### src/rtl/mdio_pkg.sv
// mdio_pkg: shared frame constants and FSM state encoding for the MDIO controller.
package mdio_pkg;
    localparam logic [1:0] ST       = 2'b01;
    localparam logic [1:0] OP_WRITE = 2'b01;
    localparam logic [1:0] OP_READ  = 2'b10;
    localparam int         HDR_LEN  = 16;
    localparam int         TA_LEN   = 2;
    localparam int         DATA_LEN = 16;
    typedef enum logic [2:0] {IDLE, SEND, TA, RECV, DONE} state_e;
endpackage

### src/rtl/mdio_shift_reg.sv
// mdio_shift_reg: parallel-load shift register, serial out at MSB, serial in at LSB.
module mdio_shift_reg #(
    parameter int W = 32,
    parameter int P = 15
) (
    input  logic         clk,
    input  logic         rst_n_i,
    input  logic         load_i,
    input  logic         shift_i,
    input  logic [W-1:0] d_i,
    input  logic         ser_i,
    output logic         ser_o,
    output logic [P-1:0] par_o
);
    logic [W-1:0] q_q;
    always_ff @(posedge clk or negedge rst_n_i) begin
        if (!rst_n_i) q_q <= '0;
        else if (load_i) q_q <= d_i;
        else if (shift_i) q_q <= {q_q[W-2:0], ser_i};
    end
    assign ser_o = q_q[W-1];
    assign par_o = q_q[P-1:0];
endmodule

### src/rtl/trans_mdio.sv
// trans_mdio: Clause 22 MDIO frame controller (no preamble); serializes write frames,
// drives read headers, turns the bus around and captures 16 read-data bits.
module trans_mdio
    import mdio_pkg::*;
#(
    parameter int N = 31
) (
    input  logic               clk,
    input  logic               reset,
    output logic               mdc,
    output logic               MDIO_start,
    input  logic [N:0]         T_data,
    output logic               MDIO_out,
    output logic               MDIO_oe,
    input  logic               MDIO_in,
    output logic [(N+1)/2-1:0] RD_data,
    output logic               data_RDY
);
    localparam int D = (N+1)/2;
    state_e       state_q;
    logic [5:0]   cnt_q;
    logic         oe_q, start_q, rdy_q, rd_op_q;
    logic [D-1:0] rd_q;
    logic         sr_msb;
    logic [D-2:0] sr_low;
    logic         valid, load, shift;
    assign valid = T_data[N-:2] == ST && (T_data[N-2-:2] == OP_WRITE || T_data[N-2-:2] == OP_READ);
    assign load  = state_q == IDLE && valid;
    // TA's last edge takes the first data sample, so it shifts like SEND/RECV do
    assign shift = ((state_q == SEND || state_q == RECV) && cnt_q != 6'd0) || (state_q == TA && cnt_q == 6'd0);
    mdio_shift_reg #(.W(N+1), .P(D-1)) u_sr (
        .clk     (clk),
        .rst_n_i (reset),
        .load_i  (load),
        .shift_i (shift),
        .d_i     (T_data),
        .ser_i   (MDIO_in),
        .ser_o   (sr_msb),
        .par_o   (sr_low)
    );
    always_ff @(posedge clk or negedge reset) begin
        if (!reset) begin
            state_q <= IDLE;
            cnt_q   <= '0;
            oe_q    <= 1'b0;
            start_q <= 1'b0;
            rdy_q   <= 1'b0;
            rd_op_q <= 1'b0;
            rd_q    <= '0;
        end else begin
            rdy_q <= 1'b0;
            case (state_q)
                IDLE: if (valid) begin
                    state_q <= SEND;
                    oe_q    <= 1'b1;
                    start_q <= 1'b1;
                    rd_op_q <= T_data[N-2-:2] == OP_READ;
                    cnt_q   <= T_data[N-2-:2] == OP_READ ? 6'(HDR_LEN-1) : 6'(N);
                end
                SEND: if (cnt_q == 6'd0) begin
                    state_q <= rd_op_q ? TA : DONE;
                    oe_q    <= 1'b0;
                    start_q <= rd_op_q;
                    cnt_q   <= 6'(TA_LEN-1);
                end else cnt_q <= cnt_q - 6'd1;
                TA: if (cnt_q == 6'd0) begin
                    state_q <= RECV;
                    cnt_q   <= 6'(DATA_LEN-1);
                end else cnt_q <= cnt_q - 6'd1;
                RECV: if (cnt_q == 6'd0) begin
                    state_q <= DONE;
                    start_q <= 1'b0;
                end else begin
                    cnt_q <= cnt_q - 6'd1;
                    if (cnt_q == 6'd1) begin
                        rd_q  <= {sr_low, MDIO_in};
                        rdy_q <= 1'b1;
                    end
                end
                DONE: if (T_data[N-:2] != ST) state_q <= IDLE;
                default: state_q <= IDLE;
            endcase
        end
    end
    assign mdc        = clk & reset;
    assign MDIO_oe    = oe_q;
    assign MDIO_out   = oe_q & sr_msb;
    assign MDIO_start = start_q;
    assign data_RDY   = rdy_q;
    assign RD_data    = rd_q;
endmodule

### config.mk
export PLATFORM = sky130hd
export DESIGN_NAME = trans_mdio
export DESIGN_NICKNAME = d
export VERILOG_FILES = /design/src/rtl/mdio_pkg.sv /design/src/rtl/mdio_shift_reg.sv /design/src/rtl/trans_mdio.sv
export SDC_FILE = /design/constraint.sdc
export NUM_CORES = 1
export LEC_CHECK = 0
export BUFFER_PORTS_ARGS = -buffer_cell sky130_fd_sc_hd__buf_4
export CORE_ASPECT_RATIO = 2
export CORE_MARGIN = 2
export CORE_UTILIZATION = 45
export DETAILED_ROUTE_END_ITERATION = 6
export PLACE_DENSITY = 0.67
export SKIP_CTS_REPAIR_TIMING = 1
export SYNTH_ARGS = -nofsm -noshare
export SYNTH_HDL_FRONTEND = slang
export SYNTH_HIERARCHICAL = 1
export SYNTH_SLANG_ARGS = --single-unit
### constraint.sdc
create_clock -name clk -period 2.6 [get_ports clk]
set_input_delay 0.13 -clock clk [delete_from_list [all_inputs] [get_ports clk]]
set_output_delay 0.13 -clock clk [all_outputs]
set_load 0.03 [all_outputs]
# --- After elaboration in Yosys (flattened, before gate mapping) ---
# Cells that the tools add are included.
totals:
  ff_bits: 61
  latch_bits: 0
  ram_bits: 0
  rom_bits: 0
  input_bits: 35
  n_memories: 0
classes:
  add_sub_neg: 1
  mul: 0
  div_mod_pow: 0
  magnitude_cmp: 0
  n_eq_ne: 15
  n_shift: 0
  muxes: 23
  bitwise: 3
  reduce_logical: 20
op_table:
  columns: ["operator", "count"]
  rows:
  - ["$mux W32", 2]
  - ["$mux W6", 4]
  - ["$pmux W6 S4", 1]
  - ["$mux W3", 6]
  - ["$pmux W3 S5", 1]
  - ["$reduce_and A3 Y1", 3]
  - ["$ne A2 B1 Y1 const B", 4]
  - ["$eq A3 B2 Y1 const B", 2]
  - ["$eq A6 B1 Y1 const B", 1]
  - ["$logic_not A6 Y1", 1]
  - ["$mux W1", 6]
  - ["$ne A2 B2 Y1 const B", 3]
  - ["$reduce_bool A6 Y1", 1]
  - ["$sub A6 B1 Y6 const B", 1]
  - ["$mux W5", 1]
  - ["$reduce_and A5 Y1", 1]
  - ["$eq A2 B1 Y1 const B", 2]
  - ["$logic_and A1 B1 Y1", 4]
  - ["$reduce_and A4 Y1", 1]
  - ["$reduce_bool A2 Y1", 2]
  - ["$reduce_bool A4 Y1", 1]
  - ["$eq A3 B1 Y1 const B", 1]
  - ["$eq A3 B3 Y1 const B", 1]
  - ["$logic_not A3 Y1", 1]
  - ["other kinds (8)", 11]

# --- Depth between registers and ports, before layout ---
logic_depth:
  ltp_word: 6
  depth_mapped: 10
  mapped_depth_nobuf: 7

# --- Cells and area by module ---
# Netlist, hierarchy kept.
by_module_without_submodules:
  columns: ["mod", "n_inst", "cells_per_inst", "area_per_inst_um2"]
  rows:
  - ["mdio_shift_reg", 1, 154, 1627.8]
  - ["trans_mdio", 1, 118, 1393.8]

==> impl_metrics.ini <==
[synth]
synth_edf_count = 0
syn_nets = 311
synthTopCellsByArea = dfrtp_1, mux2i_1, mux2_2
synth_top_area_share_pct = 50.5
ys_warn_count = 6
synth_cell_type_count = 43
netlist_area_um2 = 3020
synth-seq-cells = 61
synth_cells = 272
yosysSeqAreaShare_pct = 50.5
synth_flop_cell = dfrtp_1
synth.largest_area_cell = dfrtp_1
syn_avg_cell_area_um2 = 11.1
ys_async_sr_fraction_pct = 100

[drt]
route.detailed.drc = 0
drt_wl_total_um = 6460
dr.pass1.iters = 4
viasPerCell = 5.14
post_drt_wl_per_cell_um = 14.6
ant_nets = 0
vias = 2279
drt-initial-drc-count = 134

[final_layout]
final_common_cell = dfrtp_1
syn_to_final_growth_pct = 34.9
seq_area_um2 = 1530
nNetsFinal = 389
multi_input_area_um2 = 1240
layout_common_cells = dfrtp_1, buf_4, nand2_1
layout-drive-gt1-share_pct = 28.7
num_antenna_cells = 0
fillers = 550

[timing]
setup_slack_ns = 0.557
tightest_slew_ns = 0.601
fin_crit_sh_pct = 78.6
slew_headroom_pct = 59.9
fin_setup_tns_ns = 0
rsz0062_at_grt = no
setup_violations = 0
post-route-min-period_ns = 2.04
final_hold_viol_count = 0
max_freq_mhz = 489
drv_slew = 0
skew_ns = 0.00913

[power_and_ir_drop]
p_leak_uw = 0.00201
power_density_nw_per_um2 = 1010
vdd_drop_max_v = 0.000563

[grt]
grt_pass1_vias = 2247
grt_usage_pct = 18.8
antenna_found_initial = 0
grt_max_degree = 49
gr-total-overflow = 0
grt_pass1_wl_um = 9940

[outcome]
outcome = finished clean

[place]
dp_slack_ns = 0.571
portBuffers = 55
finalWeightedCongestion = 0.774
dp_hpwl_um = 4100

[critical_path]
r2r_cells = 8
critPathBufInv = 2
cp_cell_sequence = nor4_1 -> buf_4 -> and4b_1 -> a21oi_1 -> nor2_4 -> buf_12 -> mux2i_1 -> o21ai_0
slowest_delay_ns = 0.42
critical_path.top_delay_family = simple AND/OR/NAND/NOR gates
worstPathArrival_ns = 2.34
crit_start = cnt_q[4]
critPathKind = reg2reg
critPathRequiredTime_ns = 2.90
crit_slowest_cell = dfrtp_1
r2r_slack_ns = 0.56
crit_fanout = 32
crit_cells = 8
critPathLaunchType = register
crit-reg2reg-launch = cnt_q[4]
end_kind = register

[job]
drv_cap = 0

[floorplan]
dieWidth_um = 61.9
die_y_um = 120
core-area_um2 = 6570
io-pin-count = 56
dieArea_um2 = 7430
initial_core_util_pct = 46.0
fp-row-count = 42

[clock_tree]
cts_tree = built
clock_latency_ns = 0.44
clk_pin_slew_ns = 0.05

[worst_hold_path]
hold_path_class = in2async
## cell families (layout without fill, tap and decap cells)
logic type | count (synthesis) | in the layout | synth area share [%]
AND/OR/NAND/NOR | 68 | 68 | 11.2
multiplexers | 51 | 51 | 17.6
AO/OA/AOI/OAI | 52 | 52 | 10.1
adder cells (fa/ha/maj) | 4 | 4 | 1.66
buffers and inverters | 36 | 119 | 8.94
flip-flops | 61 | 61 | 50.5
## report_power, final
part	total (uW)	internal [uW]	switching (uW)
clock	1420	973	442
combinational	1150	568	579
sequential	1540	1280	254
## area by class of cell
class | instances | area share, %
Clock buffer | 16 | 8.07
Clock inverter | 4 | 1.17
Inverter | 5 | 0.461
Multi-Input combinational cell | 175 | 30.4
Sequential cell | 61 | 37.5
Tap cell | 88 | 2.70
Timing Repair Buffer | 94 | 19.7
## cells in the mapped netlist (2+ instances only)
| master | instances |
|---|---|
| nor3b_1 | 2 |
| buf_12 | 3 |
| nor4_1 | 2 |
| mux2i_1 | 34 |
| dfrtp_1 | 61 |
| mux2_2 | 17 |
| o21ai_0 | 3 |
| a21boi_0 | 2 |
| or3_1 | 2 |
| buf_2 | 7 |
| nand2_1 | 38 |
| buf_4 | 15 |
| o21ai_1 | 28 |
| nor2_1 | 8 |
| a21oi_1 | 6 |
| o21ai_2 | 2 |
| inv_1 | 5 |
| clkbuf_1 | 3 |
| buf_6 | 2 |
| ha_1 | 4 |
| nor3_1 | 2 |
| nor2b_1 | 2 |
| nand3_1 | 2 |
| and2_1 | 3 |
## sequential cells by signal, indices dropped and copies added (netlist names)
register	count
u_sr/q_q	32
RD_data	16
cnt_q	6
state_q	3
MDIO_oe	1
MDIO_start	1
data_RDY	1
rd_op_q	1
## routing by layer
layer | track usage (%) | up-vias | wire (um)
li1 | - | 1093 | -
met1 | 19.3 | 1117 | 2300
met2 | 29.4 | 53 | 3720
met3 | 6.03 | 16 | 216
met4 | 14.9 | 0 | 221
met5 | 0 | - | 0
## worst reg2reg max path, stage by stage, from the launching register on
cell	delay, ns
dfrtp_1	0.42
nor4_1	0.31
buf_4	0.20
and4b_1	0.19
a21oi_1	0.07
nor2_4	0.13
buf_12	0.24
mux2i_1	0.26
o21ai_0	0.09
## metrics by stage
step / area [um^2] / util (%) / total power (uW) / instances / hold WS, ns
final: 4080 / 62.0 / 4100 / 443 / 0.0834
after global routing: 4080 / 62.0 / 4370 / 443 / 0.0975
after CTS: 3730 / 56.9 / 4110 / 409 / -0.465
after detailed placement: 3370 / 51.2 / 2700 / 390 / -0.00474
after global placement: 3370 / 51.2 / 2660 / 390 / -0.00896
after floorplan: 3020 / - / 2580 / 272 / -0.166
## final timing paths
| kind | endpoint |
|---|---|
| worst max-delay path | u_sr/q_q[29] |
| worst min-delay path | RD_data[3] |
| worst max register to register | u_sr/q_q[29] |
| worst min register to register | rd_op_q |
| max in group asynchronous | u_sr/q_q[28] |
| min in group clk | u_sr/q_q[26] |
(Power assumes the default switching activity.)
